## src/rtl/dmem_ctrl_if.sv

```systemverilog
// LSU-side request/response channel of the data-memory controller.
// The master modport is the LSU side and the slave modport is the controller side.
interface dmem_ctrl_if #(
  parameter int DATA_WIDTH     = 32,
  parameter int REQ_ADDR_WIDTH = 32
);
  logic                      req_valid;
  logic                      req_ready;
  logic                      req_we;
  logic [1:0]                req_size;
  logic                      req_signed;
  logic [REQ_ADDR_WIDTH-1:0] req_addr;
  logic [DATA_WIDTH-1:0]     req_wdata;
  logic                      resp_valid;
  logic                      resp_ready;
  logic [DATA_WIDTH-1:0]     resp_rdata;
  logic                      resp_err;

  modport master (
    output req_valid, req_we, req_size, req_signed, req_addr, req_wdata, resp_ready,
    input  req_ready, resp_valid, resp_rdata, resp_err
  );

  modport slave (
    input  req_valid, req_we, req_size, req_signed, req_addr, req_wdata, resp_ready,
    output req_ready, resp_valid, resp_rdata, resp_err
  );
endinterface

```

## src/rtl/dmem_ctrl.sv

```systemverilog
// Requester-side controller for a 1W/1R 256x32 data SRAM with byte write mask.
// Handles one LSU load/store at a time; every SRAM pin is driven from a register.
module dmem_ctrl #(
  parameter int DATA_WIDTH     = 32,
  parameter int ADDR_WIDTH     = 8,
  parameter int NUM_WMASKS     = 4,
  parameter int REQ_ADDR_WIDTH = 32
) (
  input  logic                  clk,
  input  logic                  rst,
  dmem_ctrl_if.slave            lsu,
  output logic                  csb0_o,
  output logic [NUM_WMASKS-1:0] wmask0_o,
  output logic [ADDR_WIDTH-1:0] addr0_o,
  output logic [DATA_WIDTH-1:0] din0_o,
  output logic                  csb1_o,
  output logic [ADDR_WIDTH-1:0] addr1_o,
  input  logic [DATA_WIDTH-1:0] dout1_i
);

  typedef enum logic [2:0] {
    IDLE   = 3'd0,
    WR     = 3'd1,
    RD     = 3'd2,
    RD_CAP = 3'd3,
    RESP   = 3'd4
  } state_t;

  state_t                state_q, state_d;
  logic                  req_ready_q, req_ready_d;
  logic                  resp_valid_q, resp_valid_d;
  logic [DATA_WIDTH-1:0] resp_rdata_q, resp_rdata_d;
  logic                  resp_err_q, resp_err_d;
  logic                  csb0_q, csb0_d;
  logic [NUM_WMASKS-1:0] wmask0_q, wmask0_d;
  logic [ADDR_WIDTH-1:0] addr0_q, addr0_d;
  logic [DATA_WIDTH-1:0] din0_q, din0_d;
  logic                  csb1_q, csb1_d;
  logic [ADDR_WIDTH-1:0] addr1_q, addr1_d;
  logic [1:0]            off_q, off_d;
  logic [1:0]            size_q, size_d;
  logic                  sgn_q, sgn_d;
  logic                  err_s;
  logic                  accept_s;

  function automatic logic [NUM_WMASKS-1:0] lane_mask(input logic [1:0] size, input logic [1:0] off);
    case (size)
      2'd0:    lane_mask = 4'b0001 << off;
      2'd1:    lane_mask = off[1] ? 4'b1100 : 4'b0011;
      default: lane_mask = 4'b1111;
    endcase
  endfunction

  function automatic logic [DATA_WIDTH-1:0] lane_data(input logic [1:0] size, input logic [DATA_WIDTH-1:0] wdata);
    case (size)
      2'd0:    lane_data = {4{wdata[7:0]}};
      2'd1:    lane_data = {2{wdata[15:0]}};
      default: lane_data = wdata;
    endcase
  endfunction

  function automatic logic [DATA_WIDTH-1:0] load_extend(input logic [DATA_WIDTH-1:0] word,
                                                        input logic [1:0] size,
                                                        input logic [1:0] off,
                                                        input logic sgn);
    logic [7:0]  b;
    logic [15:0] h;
    b = word[{off, 3'b000} +: 8];
    h = off[1] ? word[31:16] : word[15:0];
    case (size)
      2'd0:    load_extend = {{24{sgn & b[7]}}, b};
      2'd1:    load_extend = {{16{sgn & h[15]}}, h};
      default: load_extend = word;
    endcase
  endfunction

  assign accept_s = lsu.req_valid && req_ready_q;
  assign err_s = (lsu.req_size == 2'd3)
              || ((lsu.req_size == 2'd1) && lsu.req_addr[0])
              || ((lsu.req_size == 2'd2) && (lsu.req_addr[1:0] != 2'b00))
              || (|lsu.req_addr[REQ_ADDR_WIDTH-1:ADDR_WIDTH+2]);

  // Next-state and next-output logic for the request sequencer.
  always_comb begin
    state_d      = state_q;
    req_ready_d  = req_ready_q;
    resp_valid_d = resp_valid_q;
    resp_rdata_d = resp_rdata_q;
    resp_err_d   = resp_err_q;
    csb0_d       = csb0_q;
    wmask0_d     = wmask0_q;
    addr0_d      = addr0_q;
    din0_d       = din0_q;
    csb1_d       = csb1_q;
    addr1_d      = addr1_q;
    off_d        = off_q;
    size_d       = size_q;
    sgn_d        = sgn_q;
    case (state_q)
      IDLE: begin
        if (accept_s) begin
          off_d       = lsu.req_addr[1:0];
          size_d      = lsu.req_size;
          sgn_d       = lsu.req_signed;
          req_ready_d = 1'b0;
          if (err_s) begin
            // Rejected accesses never touch the SRAM pins.
            resp_err_d   = 1'b1;
            resp_rdata_d = '0;
            resp_valid_d = 1'b1;
            state_d      = RESP;
          end else if (lsu.req_we) begin
            csb0_d   = 1'b0;
            addr0_d  = lsu.req_addr[ADDR_WIDTH+1:2];
            wmask0_d = lane_mask(lsu.req_size, lsu.req_addr[1:0]);
            din0_d   = lane_data(lsu.req_size, lsu.req_wdata);
            state_d  = WR;
          end else begin
            csb1_d  = 1'b0;
            addr1_d = lsu.req_addr[ADDR_WIDTH+1:2];
            state_d = RD;
          end
        end else begin
          state_d = IDLE;
        end
      end
      WR: begin
        csb0_d       = 1'b1;
        wmask0_d     = '0;
        resp_rdata_d = '0;
        resp_err_d   = 1'b0;
        resp_valid_d = 1'b1;
        state_d      = RESP;
      end
      RD: begin
        csb1_d  = 1'b1;
        state_d = RD_CAP;
      end
      RD_CAP: begin
        resp_rdata_d = load_extend(dout1_i, size_q, off_q, sgn_q);
        resp_err_d   = 1'b0;
        resp_valid_d = 1'b1;
        state_d      = RESP;
      end
      RESP: begin
        if (resp_valid_q && lsu.resp_ready) begin
          resp_valid_d = 1'b0;
          req_ready_d  = 1'b1;
          state_d      = IDLE;
        end else begin
          state_d = RESP;
        end
      end
      default: begin
        state_d      = IDLE;
        req_ready_d  = 1'b1;
        resp_valid_d = 1'b0;
        csb0_d       = 1'b1;
        csb1_d       = 1'b1;
        wmask0_d     = '0;
      end
    endcase
  end

  // State and output registers.
  always_ff @(posedge clk or posedge rst) begin
    if (rst) begin
      state_q      <= IDLE;
      req_ready_q  <= 1'b1;
      resp_valid_q <= 1'b0;
      resp_rdata_q <= '0;
      resp_err_q   <= 1'b0;
      csb0_q       <= 1'b1;
      wmask0_q     <= '0;
      addr0_q      <= '0;
      din0_q       <= '0;
      csb1_q       <= 1'b1;
      addr1_q      <= '0;
      off_q        <= 2'b00;
      size_q       <= 2'b00;
      sgn_q        <= 1'b0;
    end else begin
      state_q      <= state_d;
      req_ready_q  <= req_ready_d;
      resp_valid_q <= resp_valid_d;
      resp_rdata_q <= resp_rdata_d;
      resp_err_q   <= resp_err_d;
      csb0_q       <= csb0_d;
      wmask0_q     <= wmask0_d;
      addr0_q      <= addr0_d;
      din0_q       <= din0_d;
      csb1_q       <= csb1_d;
      addr1_q      <= addr1_d;
      off_q        <= off_d;
      size_q       <= size_d;
      sgn_q        <= sgn_d;
    end
  end

  assign lsu.req_ready  = req_ready_q;
  assign lsu.resp_valid = resp_valid_q;
  assign lsu.resp_rdata = resp_rdata_q;
  assign lsu.resp_err   = resp_err_q;
  assign csb0_o         = csb0_q;
  assign wmask0_o       = wmask0_q;
  assign addr0_o        = addr0_q;
  assign din0_o         = din0_q;
  assign csb1_o         = csb1_q;
  assign addr1_o        = addr1_q;

endmodule

```

## src/flat_wrapper.sv

```systemverilog
// flat-port wrapper written by rule: the top's interface ports become plain ports
module dmem_ctrl_flat 
#(
  parameter int DATA_WIDTH     = 32,
  parameter int ADDR_WIDTH     = 8,
  parameter int NUM_WMASKS     = 4,
  parameter int REQ_ADDR_WIDTH = 32
)
  (clk, rst, csb0_o, wmask0_o, addr0_o, din0_o, csb1_o, addr1_o, dout1_i, lsu_req_valid, lsu_req_we, lsu_req_size, lsu_req_signed, lsu_req_addr, lsu_req_wdata, lsu_resp_ready, lsu_req_ready, lsu_resp_valid, lsu_resp_rdata, lsu_resp_err);
  dmem_ctrl_if #(.DATA_WIDTH(DATA_WIDTH), .REQ_ADDR_WIDTH(REQ_ADDR_WIDTH)) lsu_i ();
  input  logic clk;
  input  logic rst;
  output logic csb0_o;
  output logic [NUM_WMASKS-1:0] wmask0_o;
  output logic [ADDR_WIDTH-1:0] addr0_o;
  output logic [DATA_WIDTH-1:0] din0_o;
  output logic csb1_o;
  output logic [ADDR_WIDTH-1:0] addr1_o;
  input  logic [DATA_WIDTH-1:0] dout1_i;
  input wire logic [$bits(lsu_i.req_valid)-1:0] lsu_req_valid;
  input wire logic [$bits(lsu_i.req_we)-1:0] lsu_req_we;
  input wire logic [$bits(lsu_i.req_size)-1:0] lsu_req_size;
  input wire logic [$bits(lsu_i.req_signed)-1:0] lsu_req_signed;
  input wire logic [$bits(lsu_i.req_addr)-1:0] lsu_req_addr;
  input wire logic [$bits(lsu_i.req_wdata)-1:0] lsu_req_wdata;
  input wire logic [$bits(lsu_i.resp_ready)-1:0] lsu_resp_ready;
  output wire logic [$bits(lsu_i.req_ready)-1:0] lsu_req_ready;
  output wire logic [$bits(lsu_i.resp_valid)-1:0] lsu_resp_valid;
  output wire logic [$bits(lsu_i.resp_rdata)-1:0] lsu_resp_rdata;
  output wire logic [$bits(lsu_i.resp_err)-1:0] lsu_resp_err;
  assign lsu_i.req_valid = lsu_req_valid;
  assign lsu_i.req_we = lsu_req_we;
  assign lsu_i.req_size = lsu_req_size;
  assign lsu_i.req_signed = lsu_req_signed;
  assign lsu_i.req_addr = lsu_req_addr;
  assign lsu_i.req_wdata = lsu_req_wdata;
  assign lsu_i.resp_ready = lsu_resp_ready;
  assign lsu_req_ready = lsu_i.req_ready;
  assign lsu_resp_valid = lsu_i.resp_valid;
  assign lsu_resp_rdata = lsu_i.resp_rdata;
  assign lsu_resp_err = lsu_i.resp_err;
  dmem_ctrl #(.DATA_WIDTH(DATA_WIDTH), .ADDR_WIDTH(ADDR_WIDTH), .NUM_WMASKS(NUM_WMASKS), .REQ_ADDR_WIDTH(REQ_ADDR_WIDTH)) u_core (.clk(clk), .rst(rst), .lsu(lsu_i), .csb0_o(csb0_o), .wmask0_o(wmask0_o), .addr0_o(addr0_o), .din0_o(din0_o), .csb1_o(csb1_o), .addr1_o(addr1_o), .dout1_i(dout1_i));
endmodule
```

## config.mk

```make
export PLATFORM = sky130hd
export DESIGN_NAME = dmem_ctrl_flat
export DESIGN_NICKNAME = d
export VERILOG_FILES = /design/src/rtl/dmem_ctrl_if.sv /design/src/rtl/dmem_ctrl.sv /design/src/flat_wrapper.sv
export SDC_FILE = /design/constraint.sdc
export NUM_CORES = 1
export LEC_CHECK = 0
export ABC_CLOCK_PERIOD_IN_PS = 3000
export CAP_MARGIN = 20
export CORE_MARGIN = 2
export CORE_UTILIZATION = 40
export CTS_CLUSTER_SIZE = 8
export DETAILED_ROUTE_END_ITERATION = 12
export DONT_BUFFER_PORTS = 1
export GPL_ROUTABILITY_DRIVEN = 0
export PLACE_DENSITY = 0.68
export REMOVE_ABC_BUFFERS = 1
export SYNTH_ARGS = -nofsm -noshare
export SYNTH_HDL_FRONTEND = slang
export SYNTH_SLANG_ARGS = --single-unit
```

## constraint.sdc

```tcl
create_clock -name clk -period 3 [get_ports clk]
set_input_delay 0.3 -clock clk [delete_from_list [all_inputs] [get_ports clk]]
set_output_delay 0.3 -clock clk [all_outputs]
set_load 0.01 [all_outputs]
```

==> results of run 1 <==
## power by group through the flow
stage          logic (mW)  clock network, mW  registers (mW)
2_1_floorplan       0.639                  0            1.91
3_3_place_gp        0.808                  0            1.98
3_5_place_dp        0.839                  0            1.99
4_1_cts             0.842               1.38            1.97
5_1_grt             0.962               1.43            2.02
6_report            0.846               1.35            1.97
## registers in the layout, summed over array words and instances (netlist names)
name,cells
u_core.state_q,3
u_core.lsu.req_ready,1
u_core.lsu.resp_rdata,32
u_core.csb1_o,1
u_core.sgn_q,1
u_core.lsu.resp_valid,1
u_core.lsu.resp_err,1
u_core.size_q,2
u_core.addr0_o,8
u_core.din0_o,32
u_core.addr1_o,8
u_core.wmask0_o,4
u_core.csb0_o,1
u_core.off_q,2
## critical path, cell delays in order (launching register included)
cell	delay [ns]
dfrtp_1	0.51
nor3_2	0.46
and3_1	0.31
and3_2	0.19
buf_4	0.44
mux2_1	0.39
## layout by cell type (no fill, tap or decap), drive strengths merged, types with 2 or more instances in the layout
master	count
dfrtp	94
mux2	65
nand2	64
a21oi	31
o22ai	30
o21ai	29
mux2i	17
nor2b	13
nor3	10
clkbuf	10
buf	10
nor2	9
nand3	9
inv	9
or3	8
nor4	7
o211ai	6
o2111ai	5
bufinv	3
dfstp	3
nand2b	2
o32ai	2
o221ai	2
a21boi	2
nand4	2
and3	2
clkinv	2
## cell usage after synthesis (6+ instances only)
master | instances | area share
mux2i_1 | 17 | 0.035
a21oi_1 | 31 | 0.032
nand2_1 | 64 | 0.049
mux2_1 | 24 | 0.056
dfrtp_1 | 94 | 0.48
nor2_1 | 9 | 0.0069
nor3_1 | 9 | 0.0093
clkbuf_1 | 15 | 0.012
inv_1 | 8 | 0.0062
or3_1 | 8 | 0.010
o21ai_0 | 28 | 0.029
mux2_2 | 41 | 0.095
nand3_1 | 9 | 0.0093
o211ai_1 | 6 | 0.0093
buf_2 | 8 | 0.0082
nor2b_1 | 13 | 0.017
o22ai_1 | 30 | 0.039
## final cells by class
cell class	instances	area, um2	share of cell area
well taps	147	184	0.0342
clock inverters	6	113	0.0209
flip-flops and latches	97	2430	0.452
clock buffers	10	239	0.0444
repair buffers	11	97.6	0.0181
multi-input cells	329	2280	0.424
inverters	8	32.5	0.00605
## logic make-up (layout without fill, tap and decap cells)
kind of cell / count (synthesis) / in the layout
compound gates: 116 / 116
simple gates: 131 / 131
mux: 82 / 82
flops: 97 / 97
buf+inv: 37 / 35
## worst paths after layout
| path | start | slack (ns) | end | cells after the start |
|---|---|---|---|---|
| setup reg to reg | u_core.state_q[2]$_DFF_PP0_ | 0.54 | u_core.addr0_o[7]$_DFFE_PP0P_ | 5 |
| hold reg to reg | u_core.lsu.req_ready$_DFFE_PP1P_ | 0.53 | u_core.lsu.req_ready$_DFFE_PP1P_ | 2 |
| hold / removal | lsu_req_signed | 0.07 | u_core.sgn_q$_DFFE_PP0P_ | 2 |
| min in group asynchronous | rst | 0.49 | u_core.addr0_o[7]$_DFFE_PP0P_ | 2 |
| setup / recovery | u_core.state_q[2]$_DFF_PP0_ | 0.54 | u_core.addr0_o[7]$_DFFE_PP0P_ | 5 |
| max in group asynchronous | rst | 1.76 | u_core.lsu.req_ready$_DFFE_PP1P_ | 3 |
## repair_timing
action,CTS,global route
gates resized for setup,0,0
hold endpoints to repair,46,0
hold buffers,1,0
## per-layer routing
layer | track usage | wire (um) | up-vias
met5 | 0 | 0 | -
met2 | 0.328 | 6050 | 199
li1 | - | - | 1672
met1 | 0.211 | 4710 | 1809
met4 | 0.102 | 396 | 0
met3 | 0.0921 | 1640 | 28
## metrics by stage
stage / setup WS, ns / instances / power, mW / cell area, um2
after floorplan: 0.171 / 434 / 2.55 / 4730
after global placement: 0.672 / 590 / 2.79 / 5010
after detailed placement: 0.564 / 590 / 2.83 / 5010
after CTS: 0.556 / 607 / 4.20 / 5370
after global routing: 0.403 / 608 / 4.40 / 5380
final: 0.544 / 608 / 4.16 / 5380
==> summary.md, run 1 <==
| Metric | Value |
|---|---|
| Drt total wl | 12,800 um |
| Die Ht | 114 um |
| Clock Root Buffer | clkbuf_16 |
| Setup violations, final | 0 |
| Setup TNS | 0 ns |
| Pwr Density | about 770 nW/um2 |
| # DRC | 0 |
| Status | finished clean |
| Max Root-Sink Buffers | 2 |
| NumNets Final | 560 |
| Final Max Tran Viols | 0 |
| Switching Fraction | 0.330 |
| Ports | 193 |
| Antenna violations before repair | 0 |
| Power Internal | ~2.8 mW |
| Worst Clk Skew | between 0.008 and 0.009 ns |
| Vias | around 3,700 |
| Post-synthesis sequential area ratio | 0.500 |
| Setup crit start kind | register |
| DRT iter0 DRCs | between 150 and 200 |
| CP Class | register to register |
| First-pass GRT wire length | about 20,000 um |
| Worst VDD drop | 0.241 mV |
| Top FF cell, synth | dfrtp_1 |
| Worst slew margin | 0.496 |
| Required time of the critical path | roughly 3.2 ns |
| Port Buffer Count | 0 |
| Switching power | ~1.4 mW |
| Measured slew at the worst slew-check pin | between 0.7 and 0.8 ns |
| Wirelength per Cell | 21.0 um |
| Filler cells | between 1,000 and 1,500 |
| Mux cell area share after synthesis | 0.186 |
| Netlist cell types | 47 |
| Register share of total power | 0.473 |
| Finished Core Util | 0.450 |
| Worst setup EP type | register |
| Xor and xnor area share after synthesis | 0 |
| DP HPWL | ~9000 um |
| Crit share post-route | 0.819 |
| Core ar. | ~12,000 um2 |
| Post-synthesis adder-cell area fraction | 0 |
| Total GRT Usage | 0.198 |
| Die ar. | around 13,000 um2 |
| RSZ-0062 raised after global routing | no |
| Post-CTS Setup Bufs | 0 |
| Min-delay worst type | input pin to register |
| Area Growth Syn to Fin | 10.6% |
| Num Clock Sinks | a little under 100 |
| GRT overflow | 0 |
| Crit path DAT | roughly 2.7 ns |
| Pleak | roughly 2.5 nW |
| Number of global-route vias before repair | slightly below 4,000 |
| Initial Util | 0.406 |
| Syn Std Cell Area | approximately 4900 um2 |
| Max Cap Viol | 0 |
| 1st-pass router iterations | 4 |
| Pin count of the biggest net entering global routing | 52 |
| Clk pin slew, worst setup/hold paths | about 0.07 ns |
| Final-report hold violation count | 0 |
| Minimum clock period after layout | around 2.5 ns |
| Clock latency on the worst-skew pair | 0.35 ns |
| Ys async rst share | 1.00 |
| Min Hold Slack | 0.0684 ns |
| Chip width | around 110 um |
| Total number of yosys warnings | 0 |
| Yosys reg bits | 97 |
| Power share of the clock group | 0.323 |
| Cell row count | 40 |
| Antenna Cells | 0 |
| Fmax | about 0.4 GHz |
| EDFF count, synth | 0 |
| Combinational share of power | 0.203 |
| Synth Area in Compound Gates | 0.146 |
| CTS H-tree depth | 3 |
| Synthesized instance count | between 400 and 500 |
| Total CTS buffers | 9 |
| Post-synthesis simple-gate area fraction | 0.135 |
| Combinational family with the most area after synthesis | multiplexers |
| Worst-path maximum fanout | 40 |
| Routed vias/inst | just over 6 |
| Fraction of layout cells with a size suffix above 1 | 0.176 |
| CTS tree | built |
| Routed Antenna Nets | 0 |
| Avg Synthesized Cell Area | between 10 and 15 um2 |
Power figures use the tool's default switching activity.
==> run 2: changes to the inputs <==
--- a/config.mk
+++ b/config.mk
@@ -5,7 +5,8 @@
 export SDC_FILE = /design/constraint.sdc
 export NUM_CORES = 1
 export LEC_CHECK = 0
-export ABC_CLOCK_PERIOD_IN_PS = 3000
+export ABC_AREA = 1
+export ABC_CLOCK_PERIOD_IN_PS = 1970
 export CAP_MARGIN = 20
 export CORE_MARGIN = 2
 export CORE_UTILIZATION = 40
==> constraint.sdc (replaced) <==
create_clock -name clk -period 1.97 [get_ports clk]
set_input_delay 0.197 -clock clk [delete_from_list [all_inputs] [get_ports clk]]
set_output_delay 0.197 -clock clk [all_outputs]
set_load 0.01 [all_outputs]
==> summary.md, run 2 <==
| Metric | Value |
|---|---|
| Combinational family with the most area after synthesis | simple AND/OR/NAND/NOR gates |
| Setup crit start kind | register |
| GRT overflow | 0 |
| Flop2flop setup slack | approximately 0.17 ns |
| Min Hold Slack | approximately 0.010 ns |
| Final cell count without fillers | roughly 870 |
| Vias | between 4,000 and 5,000 |
| Pin count of the biggest net entering global routing | 51 |
| Max Cap Viol | 0 |
| Ys async rst share | 1.00 |
| Cell row count | 41 |
| Ports | approximately 190 |
| Post-synthesis simple-gate area fraction | 0.292 |
| Design Power | 5.98 mW |
| Synth area leader | dfrtp_1 |
| Worst-path maximum fanout | 16 |
| Reg2Reg Depth | 11 |
| # DRC | 0 |
| Drt total wl | between 10,000 and 15,000 um |
| Required time of the critical path | about 2.2 ns |
| Crit path DAT | about 2 ns |
| First-pass GRT wire length | between 20,000 and 25,000 um |
| Final-report hold violation count | 0 |
| Antenna violations before repair | 0 |
| Filler cells | 1,283 |
| RSZ-0062 raised after global routing | no |
| Worst hold start | lsu_req_addr[2] |
| Die Ht | roughly 120 um |
| Total GRT Usage | 0.204 |
| Post-synthesis adder-cell area fraction | 0 |
| CTS tree | built |
| Crit share post-route | 0.912 |
| Top cells by count, synth | 200 x nand2_1, 100 x inv_1, 95 x nand3_1, 94 x dfrtp_1, 33 x a21oi_1 |
| Synth Area in Compound Gates | 0.116 |
| Post-synthesis sequential area ratio | 0.466 |
| Routed Antenna Nets | 0 |
| DP HPWL | between 10,000 and 15,000 um |
| Pwr Density | slightly above 1000 nW/um2 |
| Min-delay worst type | input pin to register |
| Top cells by area, synth | dfrtp_1 45%, nand2_1 14%, nand3_1 9.1% |
| Minimum clock period after layout | approximately 1.8 ns |
| Most common cell after layout, fill and taps aside | nand2_1 |
| Die ar. | 14,000 um2 |
| Core ar. | between 10,000 and 15,000 um2 |
| Setup violations, final | 0 |
| NumNets Final | 800 |
| Xor and xnor area share after synthesis | 0 |
| Post-CTS Setup Bufs | 0 |
| Initial Util | 0.412 |
| 1st-pass router iterations | 6 |
| CTS H-tree depth | 3 |
| Worst VDD drop | 0.354 mV |
| CP Class | register to register |
| Fmax | 0.556 GHz |
| Yosys reg bits | 97 |
| Hold depth | 2 |
| Port Buffer Count | 0 |
| Worst Clk Skew | between 0.007 and 0.008 ns |
| Antenna Cells | 0 |
| Chip width | about 120 um |
| Worst setup EP type | register |
| Netlist cell types | 28 |
| Syn Std Cell Area | roughly 5200 um2 |
| Top FF cell, synth | dfrtp_1 |
| Routed vias/inst | 5.11 |
| Avg Synthesized Cell Area | between 7 and 8 um2 |
| Clock Root Buffer | clkbuf_16 |
| Highest-count cells in the layout ignoring fill and taps | 200 x nand2_1, 99 x inv_1, 95 x nand3_1, 94 x dfrtp_1, 33 x a21oi_1 |
| Clock latency on the worst-skew pair | between 0.3 and 0.4 ns |
| R2r endpoint | u_core.din0_o[12]$_DFFE_PP0P_ |
| Synthesized instance count | roughly 690 |
| Number of global-route vias before repair | around 4,500 |
| Area Growth Syn to Fin | 12.8% |
| Most common cell in the netlist | nand2_1 |
| Measured slew at the worst slew-check pin | 0.662 ns |
| Num Clock Sinks | just under 100 |
| DP Cell Count | 847 |
| Design Area, Final | between 5000 and 6000 um2 |
| Post-synth top area share | 0.451 |
| Total number of yosys warnings | 0 |
| Total CTS buffers | 9 |
| Wirelength per Cell | 15.9 um |
| Status | finished clean |
| DP Area | 5450 um2 |
| Fraction of layout cells with a size suffix above 1 | 0.127 |
| Clk pin slew, worst setup/hold paths | 0.07 ns |
| Endpoint with the worst hold slack | u_core.addr0_o[0]$_DFFE_PP0P_ |
| DRT iter0 DRCs | about 250 |
| Final Max Tran Viols | 0 |
| Mux cell area share after synthesis | 0.0134 |
| Worst slew margin | 0.557 |
| Reg2reg start | u_core.state_q[1]$_DFF_PP0_ |
| Max Root-Sink Buffers | 2 |
| EDFF count, synth | 0 |
| Pleak | 3.11 nW |
## run 2: changes by cell type after synthesis, sizes merged, moves of 22 or more
cell / change
mux2: -65
o22ai: -30
o21ai: +22
nand2: +140
nand3: +86
inv: +97
## run 2: cell type report
class | instances | area, um2 | area share
Clock buffer | 10 | 239 | 0.0406
Sequential cell | 97 | 2430 | 0.413
Timing Repair Buffer | 31 | 295 | 0.0502
Clock inverter | 6 | 90.1 | 0.0153
Multi-Input combinational cell | 451 | 2210 | 0.375
Tap cell | 172 | 215 | 0.0366
Inverter | 106 | 405 | 0.0689
## run 2: worst max-delay path by stage
stage                                    endpoint  depth (start not counted)                        start
CTS                 u_core.addr0_o[0]$_DFFE_PP0P_                         11  u_core.state_q[1]$_DFF_PP0_
floorplan           u_core.addr0_o[0]$_DFFE_PP0P_                          1                          rst
global route        u_core.din0_o[12]$_DFFE_PP0P_                         11  u_core.state_q[1]$_DFF_PP0_
finish              u_core.din0_o[12]$_DFFE_PP0P_                         11  u_core.state_q[1]$_DFF_PP0_
detailed placement  u_core.addr0_o[0]$_DFFE_PP0P_                         11  u_core.state_q[1]$_DFF_PP0_
global placement    u_core.addr0_o[2]$_DFFE_PP0P_                         11  u_core.state_q[1]$_DFF_PP0_
## run 2: cell families after synthesis
kind of cell | count (synthesis)
DFF | 97
and+or+nand+nor | 343
AOI/OAI and AO/OA | 101
buffers and inverters | 139
muxes | 7
## run 2: what timing repair did
action,4_1_cts,5_1_grt
hold endpoints to repair,31,0
resized for setup,0,2
endpoints found under the setup margin,0,41
hold buffers,10,0
## run 2: critical path, stage by stage (launching register included)
cell     delay, ns
dfrtp_1       0.42
nor2_4        0.17
inv_2         0.08
nor2_8        0.14
inv_4         0.07
nor2_8        0.13
inv_4         0.09
nor2_8        0.10
buf_4         0.23
nand3_1       0.12
nand2_1       0.10
inv_1         0.04
## run 2: per-stage QoR
step	setup TNS (ns)	setup slack, ns	utilization
2_1_floorplan	-96.13	-0.756	-
3_3_place_gp	0	0.150	0.430
3_5_place_dp	0	0.0793	0.430
4_1_cts	0	0.0674	0.464
5_1_grt	0	0.0323	0.464
6_report	0	0.173	0.464
## run 2: layer usage
metal / track usage / wire, um
met1: 0.231 / 5430
met2: 0.345 / 6680
met3: 0.0825 / 1500
met4: 0.0776 / 233
met5: 0 / 0
## run 2: where the power goes
group | total, mW | internal (mW) | switching, mW
sequential | 2.41 | 2.16 | 0.245
clock | 1.94 | 1.15 | 0.789
combinational | 1.63 | 0.619 | 1.01
==> run 3: changes to the inputs <==
--- a/config.mk
+++ b/config.mk
@@ -14,6 +14,7 @@
 export DETAILED_ROUTE_END_ITERATION = 12
 export DONT_BUFFER_PORTS = 1
 export GPL_ROUTABILITY_DRIVEN = 0
+export MAX_ROUTING_LAYER = met4
 export PLACE_DENSITY = 0.68
 export REMOVE_ABC_BUFFERS = 1
 export SYNTH_ARGS = -nofsm -noshare
==> constraint.sdc (replaced) <==
create_clock -name clk -period 1.97 [get_ports clk]
set_input_delay 0.0985 -clock clk [delete_from_list [all_inputs] [get_ports clk]]
set_output_delay 0.0985 -clock clk [all_outputs]
set_load 0.01 [all_outputs]
==> summary.md, run 3 (synthesis results as in run 2) <==
| Metric | Value |
|---|---|
| Status | finished clean |
| CP Class | register to register |
| Chip width | roughly 120 um |
| Initial Util | 0.412 |
| Num Clock Sinks | 97 |
| Most common cell after layout, fill and taps aside | nand2_1 |
| Die Ht | about 120 um |
| Worst slew margin | 0.361 |
| Clock Root Buffer | clkbuf_16 |
| CP Buf/Inv Count | 2 |
| Antenna violations before repair | 0 |
| Cell row count | just over 40 |
| Total GRT Usage | 0.235 |
| Design Power | between 6 and 7 mW |
| Final Max Tran Viols | 0 |
| Crit path DAT | about 2.1 ns |
| CTS H-tree depth | 3 |
| Setup violations, final | 0 |
| Routed Antenna Nets | 0 |
| Ports | between 150 and 200 |
| Wirelength per Cell | roughly 17 um |
| Worst setup EP type | register |
| Die ar. | roughly 14,000 um2 |
| Port Buffer Count | 0 |
| Worst Clk Skew | between 0.01 and 0.015 ns |
| RSZ-0062 raised after global routing | no |
| Min-delay worst type | input pin to register |
| Cell Chain, Critical Path | nand2_1, nor2_8, inv_4, nor2_8, nand2_8, buf_12, nand2_1, o21ai_2 |
| Final-report hold violation count | 0 |
| NumNets Final | between 800 and 900 |
| # DRC | 0 |
| Max incr delay on CP | around 0.60 ns |
| Routed vias/inst | roughly 5.2 |
| Area Growth Syn to Fin | 23.5% |
| Pwr Density | about 930 nW/um2 |
| Fmax | ~0.54 GHz |
| Minimum clock period after layout | ~1.9 ns |
| 1st-pass router iterations | 5 |
| Number of global-route vias before repair | 5,084 |
| Core ar. | approximately 13,000 um2 |
| Max Root-Sink Buffers | 2 |
| DP HPWL | 10,200 um |
| Vias | just under 5,000 |
| CTS tree | built |
| Antenna Cells | 0 |
| Crit share post-route | 0.942 |
| Highest-count cells in the layout ignoring fill and taps | 200 x nand2_1, 99 x inv_1, 95 x nand3_1, 94 x dfrtp_1, 66 x dlygate4sd3_1 |
| First-pass GRT wire length | 25,500 um |
| Fraction of layout cells with a size suffix above 1 | 0.115 |
| Critical Path Slowest Stage Cell | dfstp_2 |
| Finished Core Util | 0.509 |
| Measured slew at the worst slew-check pin | about 0.96 ns |
| Total CTS buffers | 9 |
| Clk pin slew, worst setup/hold paths | ~0.070 ns |
| Cell family with most CP delay | simple AND/OR/NAND/NOR gates |
| Pin count of the biggest net entering global routing | 55 |
| Drt total wl | 15,700 um |
| Worst VDD drop | about 0.47 mV |
| Worst-path maximum fanout | 27 |
| Post-CTS Setup Bufs | 0 |
| Max Cap Viol | 0 |
| Clock latency on the worst-skew pair | between 0.3 and 0.4 ns |
| Min Hold Slack | about 0.0081 ns |
| Required time of the critical path | between 2 and 2.5 ns |
| DRT iter0 DRCs | ~330 |
| Setup crit start kind | register |
| GRT overflow | 0 |
| Pleak | about 3.3 nW |
-- run 3: cell count changes in the layout (fill, tap and decap cells not counted), sizes merged --
cell         delta
buf             -3
bufinv          -1
clkbuf          +1
clkinv          -2
clkinvlp        +1
dlygate4sd3    +56
inv             +2
-- run 3: final cells by class --
class | count | area (um2)
clock inverter | 6 | 73.8
tap | 172 | 215
timing repair buffer | 85 | 861
inverter | 106 | 405
multi-input combinational | 451 | 2220
fill | 1201 | 6220
sequential | 97 | 2430
clock buffer | 10 | 239
-- run 3: power by group --
part           leakage, nW  total [mW]  internal (mW)  switching (mW)
Combinational         1.98        1.72          0.683            1.04
Sequential            1.20        2.43           2.16           0.270
Clock                0.148        1.86           1.04           0.821
Total                 3.33        6.01           3.88            2.13
-- run 3: repair_timing --
item	4_1_cts	5_1_grt
endpoints found under the hold margin	170	0
hold buffers	66	0
setup endpoints to repair	0	49
resized for setup	0	6
-- run 3: worst register-to-register path: stages, from the launching register on --
cell	delay (ns)
dfstp_2	0.60
nand2_1	0.24
nor2_8	0.22
inv_4	0.08
nor2_8	0.13
nand2_8	0.11
buf_12	0.19
nand2_1	0.11
o21ai_2	0.07
-- run 3: metrics by stage --
| step | std cells | cell area (um2) | setup TNS [ns] | worst slack (ns) |
|---|---|---|---|---|
| final | 927 | 6450 | 0 | 0.115 |
| after global routing | 927 | 6450 | 0 | 0.00961 |
| after CTS | 925 | 6380 | 0 | 0.0158 |
| after detailed placement | 843 | 5410 | 0 | 0.0376 |
| after global placement | 843 | 5410 | 0 | 0.112 |
| after floorplan | 654 | 5030 | -86.57 | -0.666 |
-- run 3: final timing paths --
kind	startpoint	cells after the start	slack (ns)	to
max reg2reg	u_core.lsu.req_ready$_DFFE_PP1P_	8	0.11	u_core.din0_o[3]$_DFFE_PP0P_
max in group asynchronous	rst	3	1.08	u_core.lsu.req_ready$_DFFE_PP1P_
min reg2reg	u_core.csb0_o$_DFFE_PP1P_	2	0.51	u_core.csb0_o$_DFFE_PP1P_
max	u_core.lsu.req_ready$_DFFE_PP1P_	8	0.11	u_core.din0_o[3]$_DFFE_PP0P_
min in group asynchronous	rst	2	0.13	u_core.lsu.resp_rdata[10]$_DFFE_PP0P_
min	lsu_req_size[1]	4	0.008	u_core.din0_o[11]$_DFFE_PP0P_
-- run 3: layer usage --
metal | track usage | wire length (um) | vias to the layer above
met2 | 0.403 | 7840 | 234
met3 | 0.0714 | 1430 | 27
met1 | 0.251 | 6050 | 2293
li1 | - | - | 2288
met5 | - | 0 | -
met4 | 0.103 | 333 | 0
